### config.mk
export PLATFORM = sky130hd
export DESIGN_NAME = rcs_divider_ctrl
export DESIGN_NICKNAME = d
export VERILOG_FILES = /design/src/rtl/rcs_divider_ctrl.sv
export SDC_FILE = /design/constraint.sdc
export NUM_CORES = 1
export LEC_CHECK = 0
export ABC_CLOCK_PERIOD_IN_PS = 1200
export BUFFER_PORTS_ARGS = -buffer_cell sky130_fd_sc_hd__buf_2
export CAP_MARGIN = 20
export CORE_MARGIN = 1
export CORE_UTILIZATION = 46
export CTS_BUF_LIST = sky130_fd_sc_hd__clkbuf_4
export CTS_CLUSTER_DIAMETER = 200
export CTS_CLUSTER_SIZE = 40
export DETAILED_ROUTE_END_ITERATION = 12
export HOLD_SLACK_MARGIN = 0.12
export PLACE_DENSITY = 0.8
export SETUP_SLACK_MARGIN = 0.2
export SLEW_MARGIN = 5
export SYNTH_ARGS = -nofsm -noshare
export SYNTH_HDL_FRONTEND = slang
export SYNTH_SLANG_ARGS = --single-unit
### constraint.sdc
create_clock -name clk -period 1.2 [get_ports clk]
set_input_delay 0.24 -clock clk [delete_from_list [all_inputs] [get_ports clk]]
set_output_delay 0.24 -clock clk [all_outputs]
set_load 0.02 [all_outputs]
### src/rtl/rcs_divider_ctrl.sv
// rcs_divider_ctrl: restoring 4-bit unsigned divider sequencer.
// Uses an external ripple-carry subtractor (sub_a - sub_b, sub_cout=1 means no borrow)
// and produces one quotient bit per RUN cycle. Operands arrive and results leave on
// valid/ready handshakes. A result is held under back-pressure.
//
// state | meaning
// ------+--------------------------------------------------------------
// IDLE  | waiting for operands, outputs read zero
// RUN   | four shift/subtract iterations, one quotient bit per cycle
// DONE  | result presented on out_valid until the consumer takes it
module rcs_divider_ctrl #(
    parameter bit         DZ_FAST = 1'b1,
    parameter logic [3:0] DZ_QUOT = 4'hF
) (
    input  logic       clk,
    input  logic       rst,
    input  logic       in_valid,
    output logic       in_ready,
    input  logic [3:0] dividend,
    input  logic [3:0] divisor,
    output logic [3:0] sub_a,
    output logic [3:0] sub_b,
    input  logic [3:0] sub_s,
    input  logic       sub_cout,
    output logic       out_valid,
    input  logic       out_ready,
    output logic [3:0] quotient,
    output logic [3:0] remainder,
    output logic       div_zero,
    output logic       busy
);

    typedef enum logic [1:0] {
        ST_IDLE = 2'd0,
        ST_RUN  = 2'd1,
        ST_DONE = 2'd2
    } state_t;

    state_t     state, state_nxt;
    logic [3:0] r_q, r_nxt;
    logic [3:0] q_q, q_nxt;
    logic [3:0] d_q, d_nxt;
    logic [1:0] cnt_q, cnt_nxt;
    logic       dz_q, dz_nxt;

    logic       accept;
    logic       take;
    logic       msb;
    logic       dz_in;
    logic [3:0] rs;

    // State and datapath registers, synchronously cleared so an in-flight op is dropped.
    always_ff @(posedge clk) begin
        if (rst) begin
            state <= ST_IDLE;
            r_q   <= 4'd0;
            q_q   <= 4'd0;
            d_q   <= 4'd0;
            cnt_q <= 2'd0;
            dz_q  <= 1'b0;
        end else begin
            state <= state_nxt;
            r_q   <= r_nxt;
            q_q   <= q_nxt;
            d_q   <= d_nxt;
            cnt_q <= cnt_nxt;
            dz_q  <= dz_nxt;
        end
    end

    // Next-state, iteration datapath and handshake decode.
    always_comb begin
        state_nxt = state;
        r_nxt     = r_q;
        q_nxt     = q_q;
        d_nxt     = d_q;
        cnt_nxt   = cnt_q;
        dz_nxt    = dz_q;

        in_ready  = (state == ST_IDLE) || ((state == ST_DONE) && out_ready);
        accept    = in_valid && in_ready;
        dz_in     = (divisor == 4'd0);

        rs        = {r_q[2:0], q_q[3]};
        msb       = r_q[3];
        // A set msb means the shifted remainder overflowed 4 bits, so it is surely >= D.
        take      = msb || sub_cout;

        sub_a     = 4'd0;
        sub_b     = d_q;

        case (state)
            ST_IDLE: begin
            end
            ST_RUN: begin
                sub_a   = rs;
                r_nxt   = take ? sub_s : rs;
                q_nxt   = {q_q[2:0], take};
                cnt_nxt = cnt_q + 2'd1;
                if (cnt_q == 2'd3) begin
                    state_nxt = ST_DONE;
                end
            end
            ST_DONE: begin
                if (out_ready) begin
                    state_nxt = ST_IDLE;
                end
            end
            default: begin
                state_nxt = ST_IDLE;
            end
        endcase

        // A new accept overrides the DONE->IDLE return so results can stream back-to-back.
        if (accept) begin
            q_nxt   = dividend;
            d_nxt   = divisor;
            cnt_nxt = 2'd0;
            dz_nxt  = dz_in;
            if (dz_in && DZ_FAST) begin
                r_nxt     = dividend;
                state_nxt = ST_DONE;
            end else begin
                r_nxt     = 4'd0;
                state_nxt = ST_RUN;
            end
        end
    end

    // Result outputs come straight from registers and read zero outside DONE.
    always_comb begin
        out_valid = (state == ST_DONE);
        busy      = (state != ST_IDLE);
        quotient  = 4'd0;
        remainder = 4'd0;
        div_zero  = 1'b0;
        if (state == ST_DONE) begin
            quotient  = dz_q ? DZ_QUOT : q_q;
            remainder = r_q;
            div_zero  = dz_q;
        end
    end

endmodule
==> results.cfg <==
[setup_path]
reg2regPathDepth = 7
cp_max_fo = 10
cp.depth = 4
startpoint_type = register
crit_slowest_cell = dfxtp_2
r2r-start = state[0]
crit_family = flip-flops
rrSetupSlack_ns = -0.31
required_ns = 0.96
path_buf_inv = 2
endpoint = div_zero
critPathLaunch = state[0]
reg2reg_to = cnt_q[1]
endpoint_kind = primary output
max_stage_delay_ns = 0.36
crit_arrival_ns = 1.30
crit_type = reg -> out
timing.critical_path.cells = and2b_1, buf_12, and2_4, buf_6

[timing]
max_clock_freq_ghz = 0.648
final_max_slew_viol_count = 0
worst_pin_slew_ns = 0.375
relSlewSlack_pct = 74.9
hold_viol_final = 0
fin_skew_ns = 0.0171
setup_viol = 33
finalSetupTns_ns = -8.49
finalCritPeriodShare_pct = 129
rsz0062_at_grt = yes
final.setup.worst_slack_ns = -0.343
min_period_ns = 1.54

[cells_and_area]
fin_area_mm2 = 0.00189
fillCellCount = 67
multi_input_area_um2 = 828
fin_nets = 194
drive_gt1_share_pct = 72.6
seq_area_um2 = 350
diodes = 0
syn_to_final_growth_pct = 84.5

[route]
wl_um = 5180
vias_per_cell = 6.71
drc_errors = 0
routedWlPerCell_um = 25.6
postRouteAntennaNets = 0
drt_iter0_markers = 62
dr_total_vias = 1355
drt-pass1-iter-count = 4

[global_route]
grt_pass1_vias = 1203
grt.total_usage_pct = 32.1
grt.overflow.total = 0
grt_max_degree = 11
grt_antenna_before_repair = 0
grt_pass1_wl_um = 5870

[die]
fp.dieH_um = 49.2
initial_utilization_pct = 50.7
ioPinCount = 37
die_area_mm2 = 0.00242
chipWidth_um = 49.2
core-area_mm2 = 0.00202
fp-row-count = 16

[yosys]
synth_area_leaders = dfxtp_1 33%, a21oi_1 5.4%, and2_1 4.3%, buf_6 3.3%, a221o_1 2.9%
synthCells = 112
synth_cell_type_count = 41
syn_nets = 130
ys.flop_type = dfxtp_1
yosysWarnings = 0
yosys.area.top_type_share_pct = 33.2
netlist_area_mm2 = 0.00102
synth-edff-count = 0
avgSynthCellArea_um2 = 9.15
synth-seq-area-share_pct = 33.2
async_flop_share_pct = 0
synth_seq_cells = 17
synth_top_area_cell = dfxtp_1

[place]
portBuffers = 36
place_hpwl_um = 2240
placedInstanceArea_mm2 = 0.00143
gp_congestion = 0.790

[power]
power_density_mw_per_mm2 = 893
power_uw = 1690
leakagePower_uw = 0.000758
vdd_ir_drop_max_v = 0.00107

[min_path]
worstHoldStart = divisor[2]
hp-class = in -> reg

[clock_tree]
cts_root_buffer = clkbuf_4
clock_path_buffers = 2
cts_tree = built
clock_latency_ns = 0.32
cts_sinks = 17
h-tree-depth = 1
numCtsBuffers = 3
clk_pin_slew_worst_paths_ns = 0.12

[run]
max_cap_violations = 0

[outcome]
status = finished with violations
failed_checks = negative setup slack
power breakdown:
group / total [uW] / internal, uW / switching (uW) / leakage, uW
clock network: 348 / 125 / 223 / 0.0000177
registers: 645 / 604 / 41.9 / 0.000142
logic: 694 / 343 / 351 / 0.000599
timing repair:
item / 4_1_cts / 5_1_grt
buffers inserted: 7 / 3
hold buffers: 0 / 0
pin swaps: 13 / 12
gates cloned: 1 / 1
setup endpoints to repair: 37 / 37
resized for setup: 64 / 23
stage by stage:
| stage | setup slack, ns | hold WS, ns | instances | utilization, % |
|---|---|---|---|---|
| 6_report | -0.343 | 0.172 | 202 | 93.5 |
| 2_1_floorplan | 0.0192 | 0.373 | 112 | - |
| 3_3_place_gp | -0.0421 | 0.468 | 186 | 70.7 |
| 4_1_cts | -0.315 | 0.187 | 198 | 85.1 |
| 3_5_place_dp | -0.0870 | 0.474 | 186 | 70.7 |
| 5_1_grt | -0.386 | 0.171 | 202 | 93.5 |
logic make-up (layout without fill, tap and decap cells):
| logic type | after synthesis | in the layout | share of synthesized area, % |
|---|---|---|---|
| mux | 1 | 1 | 0.977 |
| buf+inv | 13 | 76 | 8.55 |
| simple gates | 35 | 35 | 25.0 |
| flops | 17 | 17 | 33.2 |
| fa+ha+maj | 1 | 1 | 1.22 |
| compound gates | 44 | 44 | 30.2 |
| xor+xnor | 1 | 1 | 0.855 |
per-layer routing:
| metal | vias up | track usage (%) | share of wire, % |
|---|---|---|---|
| met5 | - | 0 | 0 |
| met4 | 0 | 13.2 | 6.1 |
| met3 | 40 | 6.54 | 9.0 |
| met2 | 132 | 59.4 | 50 |
| met1 | 632 | 35.0 | 35 |
| li1 | 551 | - | - |
layout by cell type, fill, tap and decap left out, types with 4 or more instances in the layout:
cell type  Yosys  final
buf_4          3     18
a21oi_2        0      6
buf_6          3     30
nand3_4        0      4
buf_2          4     18
dfxtp_2        0      5
o211ai_1       4      4
o21ai_1        5      5
o21a_4         0      4
dfxtp_1       17     11
a21oi_1       11      5
and2_4         0      7
o21ai_0        5      4
sequential cells by signal (all words and copies together), names as in the netlist:
name / count
cnt_q: 2
r_q: 4
sub_b: 4
dz_q: 1
state: 2
q_q: 4
worst min path at each step:
stage	slack, ns	cells past startpoint	to
6_report	0.17	3	sub_b[2]
5_1_grt	0.17	3	sub_b[2]
4_1_cts	0.19	2	r_q[2]
3_5_place_dp	0.47	2	sub_b[3]
3_3_place_gp	0.47	2	sub_b[3]
2_1_floorplan	0.37	1	r_q[1]
cell usage after synthesis, drive strengths merged (2+ instances only):
cell / instances
nor3: 2
or3b: 4
dfxtp: 17
a211oi: 2
a21oi: 11
a32oi: 3
nor2b: 2
nand2b: 3
nand3: 6
a221o: 3
o211ai: 4
buf: 10
o21a: 4
and2b: 2
inv: 2
nor2: 5
o21ai: 10
and2: 7
worst register-to-register path, stage by stage (launching register included):
cell and delay (ns):
dfxtp_2 0.36, buf_4 0.15, nor2b_4 0.17, buf_4 0.12
buf_6 0.13, buf_6 0.12, mux2i_1 0.27, nor3_1 0.08
area by class of cell:
class                      count  area share [%]
multi-input combinational     82            43.8
tap                           27            1.79
sequential                    17            18.5
clock buffer                   3            1.19
inverter                       2           0.397
clock inverter                 1           0.265
timing repair buffer          70            34.0
No activity file was read; power rests on OpenSTA's default activity.
